`src/rtl/exec_muldiv.sv`:
```
// exec_muldiv: iterative multiply/divide unit (one bit per cycle) with architectural HI/LO registers
module exec_muldiv #(
  parameter int WIDTH = 32,
  parameter int CNT_W = 6
) (
  input  logic             clk,
  input  logic             reset_n,
  input  logic             valid_i,
  input  logic [2:0]       op_i,
  input  logic [WIDTH-1:0] a_i,
  input  logic [WIDTH-1:0] b_i,
  input  logic             kill_i,
  output logic             stall_o,
  output logic             busy_o,
  output logic             done_o,
  output logic [WIDTH-1:0] result_o,
  output logic [WIDTH-1:0] hi_o,
  output logic [WIDTH-1:0] lo_o
);
  typedef enum logic [1:0] {IDLE, RUN, FIX} state_t;
  state_t state, state_nx;
  logic [CNT_W-1:0] cnt;
  logic [2*WIDTH-1:0] acc, acc_nx, fixed;
  logic [WIDTH-1:0] b_mag, a_mag, b_in_mag, rem_f, quo_f;
  logic [WIDTH:0] add_sum, trial;
  logic is_div, neg_a, neg_b, b_zero, issue, idle_issue, start, sgn_op, commit;
  assign busy_o = state != IDLE;
  assign issue = valid_i & ~kill_i;
  assign stall_o = busy_o & issue;
  assign idle_issue = issue & ~busy_o;
  assign start = idle_issue & ~op_i[2];
  assign sgn_op = ~op_i[0];
  assign commit = state == FIX && !kill_i;
  assign result_o = (valid_i && !busy_o && op_i == 3'b100) ? hi_o :
                    (valid_i && !busy_o && op_i == 3'b101) ? lo_o : '0;
  assign a_mag = (sgn_op & a_i[WIDTH-1]) ? -a_i : a_i;
  assign b_in_mag = (sgn_op & b_i[WIDTH-1]) ? -b_i : b_i;
  assign add_sum = {1'b0, acc[2*WIDTH-1:WIDTH]} + (acc[0] ? {1'b0, b_mag} : '0);
  assign trial = acc[2*WIDTH-1:WIDTH-1] - {1'b0, b_mag};
  assign acc_nx = !is_div ? {add_sum, acc[WIDTH-1:1]} :
                  trial[WIDTH] ? {acc[2*WIDTH-2:0], 1'b0} :
                  {trial[WIDTH-1:0], acc[WIDTH-2:0], 1'b1};
  assign rem_f = neg_a ? -acc[2*WIDTH-1:WIDTH] : acc[2*WIDTH-1:WIDTH];
  assign quo_f = (neg_a ^ neg_b) && !b_zero ? -acc[WIDTH-1:0] : acc[WIDTH-1:0];
  assign fixed = is_div ? {rem_f, quo_f} : (neg_a ^ neg_b) ? -acc : acc;
  always_comb begin
    state_nx = state;
    state_nx = state == IDLE ? (start ? RUN : IDLE) :
               kill_i ? IDLE :
               state == RUN ? (cnt == CNT_W'(1) ? FIX : RUN) : IDLE;
  end
  always_ff @(posedge clk) begin
    if (!reset_n) begin
      state <= IDLE;
      hi_o <= '0;
      lo_o <= '0;
      done_o <= 1'b0;
      cnt <= '0;
    end else begin
      state <= state_nx;
      done_o <= commit;
      if (start) begin
        acc <= {{WIDTH{1'b0}}, a_mag};
        b_mag <= b_in_mag;
        is_div <= op_i[1];
        neg_a <= sgn_op & a_i[WIDTH-1];
        neg_b <= sgn_op & b_i[WIDTH-1];
        b_zero <= b_i == '0;
        cnt <= CNT_W'(WIDTH);
      end else if (state == RUN) begin
        acc <= acc_nx;
        cnt <= cnt - CNT_W'(1);
      end
      if (commit) begin
        hi_o <= fixed[2*WIDTH-1:WIDTH];
        lo_o <= fixed[WIDTH-1:0];
      end else if (idle_issue && op_i == 3'b110) begin
        hi_o <= a_i;
      end else if (idle_issue && op_i == 3'b111) begin
        lo_o <= a_i;
      end
    end
  end
endmodule
```
`config.mk`:
```
export PLATFORM = sky130hd
export DESIGN_NAME = exec_muldiv
export DESIGN_NICKNAME = d
export VERILOG_FILES = /design/src/rtl/exec_muldiv.sv
export SDC_FILE = /design/constraint.sdc
export NUM_CORES = 1
export LEC_CHECK = 0
export CAP_MARGIN = 20
export CELL_PAD_IN_SITES_DETAIL_PLACEMENT = 1
export CELL_PAD_IN_SITES_GLOBAL_PLACEMENT = 1
export CORE_ASPECT_RATIO = 1.5
export CORE_MARGIN = 2
export CORE_UTILIZATION = 44
export CTS_CLUSTER_SIZE = 10
export DETAILED_ROUTE_END_ITERATION = 8
export PLACE_DENSITY = 0.84
export SYNTH_ARGS = -nofsm -noshare
export SYNTH_HDL_FRONTEND = slang
export SYNTH_SLANG_ARGS = --single-unit
```
`constraint.sdc`:
```
create_clock -name clk -period 4.7 [get_ports clk]
set_clock_uncertainty 0.1 [all_clocks]
set_input_delay 0.705 -clock clk [delete_from_list [all_inputs] [get_ports clk]]
set_output_delay 0.705 -clock clk [all_outputs]
set_load 0.01 [all_outputs]
```
======== Yosys cells after proc, flatten, opt, wreduce, memory -nomap -nowiden ========
Cells that the tools add are included.
Widths: inputs -> output; s select.
word-level totals
  bits in registers ....................... 173
  input port bits ......................... 71
operators by class
  add/sub/neg operators ................... 8
  equality and inequality tests ........... 8
  multiplexer cells ....................... 25
  bitwise gates (word level) .............. 12
  reductions and logical operators ........ 20
operators by type and width
  operator             number
  $mux 32              13
  $mux 64              5
  $neg 32->32          4
  $neg 64->64          1
  $add 32x32->33       1
  $sub 33x32->33       1
  $logic_not 32->1     1
  $eq 3x3->1 const B   4
  $mux 6               2
  $mux 2               4
  $reduce_bool 2->1    4
  $logic_and 1x1->1    7
  $and 1x1->1          6
  $eq 6x1->1 const B   1
  $reduce_and 2->1     3
  $sub 6x1->6 const B  1
  $not 1->1            5
  $logic_not 1->1      3
  $eq 2x1->1 const B   1
  $eq 2x2->1 const B   1
  $logic_not 2->1      1
  $ne 2x2->1 const B   1
  $reduce_or 2->1      1
  $mux 1               1
  $xor 1x1->1          1

======== Depth between registers and ports, before layout ========
  depth after elaboration ................. 7
  mapped depth ............................ 14

======== Worst setup path after synthesis ========
OpenSTA, ideal clock, no wires.
  path kind ............................... input to register
  start point ............................. input kill_i
  end point ............................... register acc[0], enable pin
  setup time .............................. 427 ps
  arrival time ............................ 3,137 ps
  required time ........................... 4,173 ps
  setup slack ............................. 1,036 ps
  stages on the path ...................... 4
  path through ............................ nand2b_1 -> nor3_1 -> clkbuf_1 -> o21a_1
on the way
  word-level cells in the longest chain between the ends .. 6
RTL lines
  what                         line  source
  start, declared              12    input logic kill_i,
  $not 1->1                    28    assign issue = valid_i & ~kill_i;
  $and 1x1->1                  28
  $and 1x1->1                  30    assign idle_issue = issue & ~busy_o;
  $and 1x1->1                  31    assign start = idle_issue & ~op_i[2];
  $reduce_bool 2->1 (no line)  n/a
  $reduce_and 2->1 (no line)   n/a
  end signal, assigned         63    acc <= {{WIDTH{1'b0}}, a_mag};
  end signal, assigned         71    acc <= acc_nx;
  end, declared                23    logic [2*WIDTH-1:0] acc, acc_nx, fixed;
No other way between the ends.
A chain may end at the register's enable or synchronous reset.

======== Worst setup path after layout ========
  start point ............................. register acc[0]
  end point ............................... register acc[63] (data pin)
on the way
  word-level cells in the longest chain between the ends .. 4
RTL lines
  what            line  source
  $mux 32         38    assign add_sum = {1'b0, acc[2*WIDTH-1:WIDTH]} + (acc[0] ? {1'b0, b_mag} : '0);
  $add 32x32->33  38
  $mux 64         40    assign acc_nx = !is_div ? {add_sum, acc[WIDTH-1:1]} :
  $mux 64         70    end else if (state == RUN) begin
No other way between the ends. The select of a mux whose other input is x is not followed.

==> impl_metrics.py <==
metrics = {
    "setup_path": {
        "crit_path_end_kind": "register",
        "critPathMaxFanout": 25,
        "crit_arrival_ns": 4.49,
        "required_ns": 4.93,
        "critPathKind": "reg2reg",
        "crit_path_start": "acc[0]",
        "reg2reg_from": "acc[0]",
        "reg2reg_slack_ns": 0.44,
        "cp-start-kind": "register",
    },
    "synthesis": {
        "synthAdderAreaFrac_pct": 6.24,
        "syn_area_um2": 14700,
        "netlist.area_leader.share_pct": 20.5,
        "syn_area_per_cell_um2": 8.36,
        "syn_nets": 1898,
        "synth.area.top_cells": "edfxtp_1 (20%), dfxtp_1 (10%), mux2i_1 (9.8%)",
        "synth_seq_area_share_pct": 30.4,
        "synth.ff_latch_count": 173,
        "syn_inst": 1755,
        "yosys.area_share.simple_pct": 18.2,
        "synth_common_cells": "nand2_1 (187), nor2_1 (170), mux2i_1 (144), a21oi_1 (129), o21ai_0 (121)",
        "synthMuxAreaShare_pct": 10.5,
        "synth-xor-area-share_pct": 10.1,
        "yosys_most_used_dff": "edfxtp_1",
        "synth.most_common_cell": "nand2_1",
        "synth_top_cell_by_area": "edfxtp_1",
        "synth.distinct_cells": 80,
        "yosysWarnings": 0,
        "synth_compound_area_share_pct": 20.3,
        "synth_top_family_by_area": "compound AO/OA/AOI/OAI gates",
        "synth_edf_count": 100,
        "async_flop_share_pct": 0,
    },
    "clock_tree": {
        "ctsRootBufferMaster": "clkbuf_16",
        "cts_setup_buffers": 0,
        "clock_sinks": 173,
        "cts_max_level": 4,
        "cts_buffer_depth": 2,
        "clk_latency_ns": 0.47,
        "path_clk_slew_ns": 0.07,
        "cts_hold_buffers": 0,
        "cts_made_buffers": 17,
        "cts_resized": 0,
        "cts_tree": "done",
    },
    "route": {
        "drt-pass1-iter-count": 5,
        "drt-vias-per-instance": 6.10,
        "ant_nets": 0,
        "wirelength_mm": 51.3,
        "vias": 14100,
        "post_drt_wl_per_cell_um": 22.1,
        "drc_errors": 0,
        "dr.first_iter.drc_count": 881,
    },
    "floorplanning": {
        "die-height_um": 228,
        "core-area_um2": 32700,
        "die_w_um": 153,
        "initial_core_util_pct": 44.8,
        "die_area_um2": 34900,
        "io_pins": 170,
        "fp-row-count": 81,
    },
    "placement": {
        "portBuffers": 169,
        "hpwl_mm": 39.7,
        "finalWeightedCongestion": 0.943,
    },
    "finish": {
        "post-route-util_pct": 53.0,
        "nFillCells": 3933,
        "area_growth_pct": 18.2,
        "nNetsFinal": 2032,
        "antennaDiodeCount": 0,
        "post_route_cells_drive_above_1_share_pct": 5.42,
    },
    "power": {
        "p_switching_mw": 1.13,
        "intPower_mw": 2.70,
        "power_density_nw_per_um2": 221,
        "pwr-share-clk_pct": 36.5,
        "power.leakage_nw": 7.36,
        "p_sw_share_pct": 29.5,
        "combPwrFrac_pct": 19.0,
        "irDropWorstVdd_mv": 0.233,
        "seqPwrFrac_pct": 44.5,
    },
    "timing": {
        "hold_viol_final": 0,
        "finalSetupTns_ns": 0,
        "max-slew-margin-rel_pct": 27.8,
        "min_period_ns": 4.26,
        "timing.hold.ws_ns": 0.421,
        "finalSetupViolCount": 0,
        "drv_slew": 0,
        "post-route-period-util_pct": 90.7,
        "max_freq_mhz": 235,
        "tightest_slew_ns": 1.08,
        "rsz0062_at_grt": "false",
    },
    "flow_run": {
        "max_cap_violations": 0,
    },
    "worst_hold_path": {
        "hp-class": "reg2reg",
        "worstHoldStart": "cnt[1]",
    },
    "grt": {
        "grt_pass1_vias": 15100,
        "grt_max_degree": 70,
        "grt_first_pass_wirelength_mm": 80.3,
        "overflow": 0,
        "grt_usage_pct": 29.1,
        "antenna_found_initial": 0,
    },
    "status": {
        "status": "complete, no violations",
    },
}
-- final cells by class --
type | instances | area (um^2) | area share [%]
Timing Repair Buffer | 203 | 1960 | 11.3
Inverter | 63 | 236 | 1.36
Sequential cell | 173 | 4460 | 25.7
Tap cell | 415 | 519 | 2.99
Clock buffer | 20 | 478 | 2.75
Clock inverter | 12 | 82.6 | 0.476
Multi-Input combinational cell | 1431 | 9610 | 55.4
-- sequential cells by signal, summed over array words and instances, names as in the netlist --
register  cells
b_zero        1
cnt           6
done_o        1
neg_b         1
b_mag        32
state         2
neg_a         1
hi_o         32
acc          64
lo_o         32
is_div        1
-- through the flow --
stage	worst slack [ns]	instance area (um^2)	power (mW)	cells
2_1_floorplan	1.04	14700	2.18	1755
6_report	0.438	17300	3.83	2317
4_1_cts	0.460	17300	3.84	2317
5_1_grt	0.176	17300	3.96	2317
3_3_place_gp	0.597	16800	2.42	2285
3_5_place_dp	0.484	16800	2.45	2285
-- cell families after synthesis --
logic type | after synthesis
simple gates | 572
compound gates | 465
flops | 173
xor+xnor | 169
mux | 153
buf+inv | 151
fa+ha+maj | 72
-- critical path, cell delays in order (launching register included) --
cell and delay, ns:
edfxtp_1 0.47, inv_1 0.29, buf_4 0.36, nor2_1 0.09
ha_1 0.39, nand4_1 0.21, nor2_1 0.19, a211oi_1 0.13
o21ai_0 0.34, a41oi_1 0.17, buf_4 0.18, o311a_1 0.40
o311a_1 0.35, a311o_1 0.32, nor2_1 0.10
-- power by group through the flow --
stage	Clock (mW)	Sequential [mW]	Combinational [mW]
finish	1.40	1.70	0.727
global route	1.46	1.71	0.790
CTS	1.41	1.70	0.724
detailed placement	0	1.74	0.718
global placement	0	1.73	0.689
floorplan	0	1.72	0.463
-- layout by cell type (no fill, tap or decap), types with 7 or more instances in the layout --
| master | count |
|---|---|
| nand2_1 | 186 |
| nor2_1 | 169 |
| clkdlybuf4s50_1 | 167 |
| mux2i_1 | 144 |
| a21oi_1 | 129 |
| o21ai_0 | 121 |
| edfxtp_1 | 100 |
| xor2_1 | 85 |
| xnor2_1 | 84 |
| dfxtp_1 | 73 |
| ha_1 | 70 |
| inv_1 | 62 |
| nor3_1 | 42 |
| a21o_1 | 34 |
| buf_4 | 32 |
| and3_1 | 30 |
| o31ai_1 | 28 |
| o211a_1 | 27 |
| or3_1 | 22 |
| nor4_1 | 20 |
| nand3_1 | 20 |
| clkbuf_16 | 18 |
| a211oi_1 | 17 |
| nand2b_1 | 16 |
| o22ai_1 | 16 |
| a31oi_1 | 13 |
| nand4_1 | 12 |
| and2_1 | 11 |
| o211ai_1 | 10 |
| nor2b_1 | 9 |
| o21a_1 | 9 |
| mux2_2 | 9 |
| o41ai_1 | 8 |
| or4_1 | 7 |
-- layer usage --
metal	vias to the layer above	track usage (%)	part of all wire, %
li1	6663	-	-
met1	6969	30.5	38
met2	382	56.8	54
met3	126	2.88	3.4
met4	0	15.3	4.5
met5	-	0	0
-- final timing paths --
| kind | end | depth (start not counted) |
|---|---|---|
| worst max-delay path | acc[63] | 14 |
| worst min-delay path | cnt[1] | 2 |
| worst max register to register | acc[63] | 14 |
| worst min register to register | cnt[1] | 2 |
Note: power is estimated with default switching activity, not from simulation.
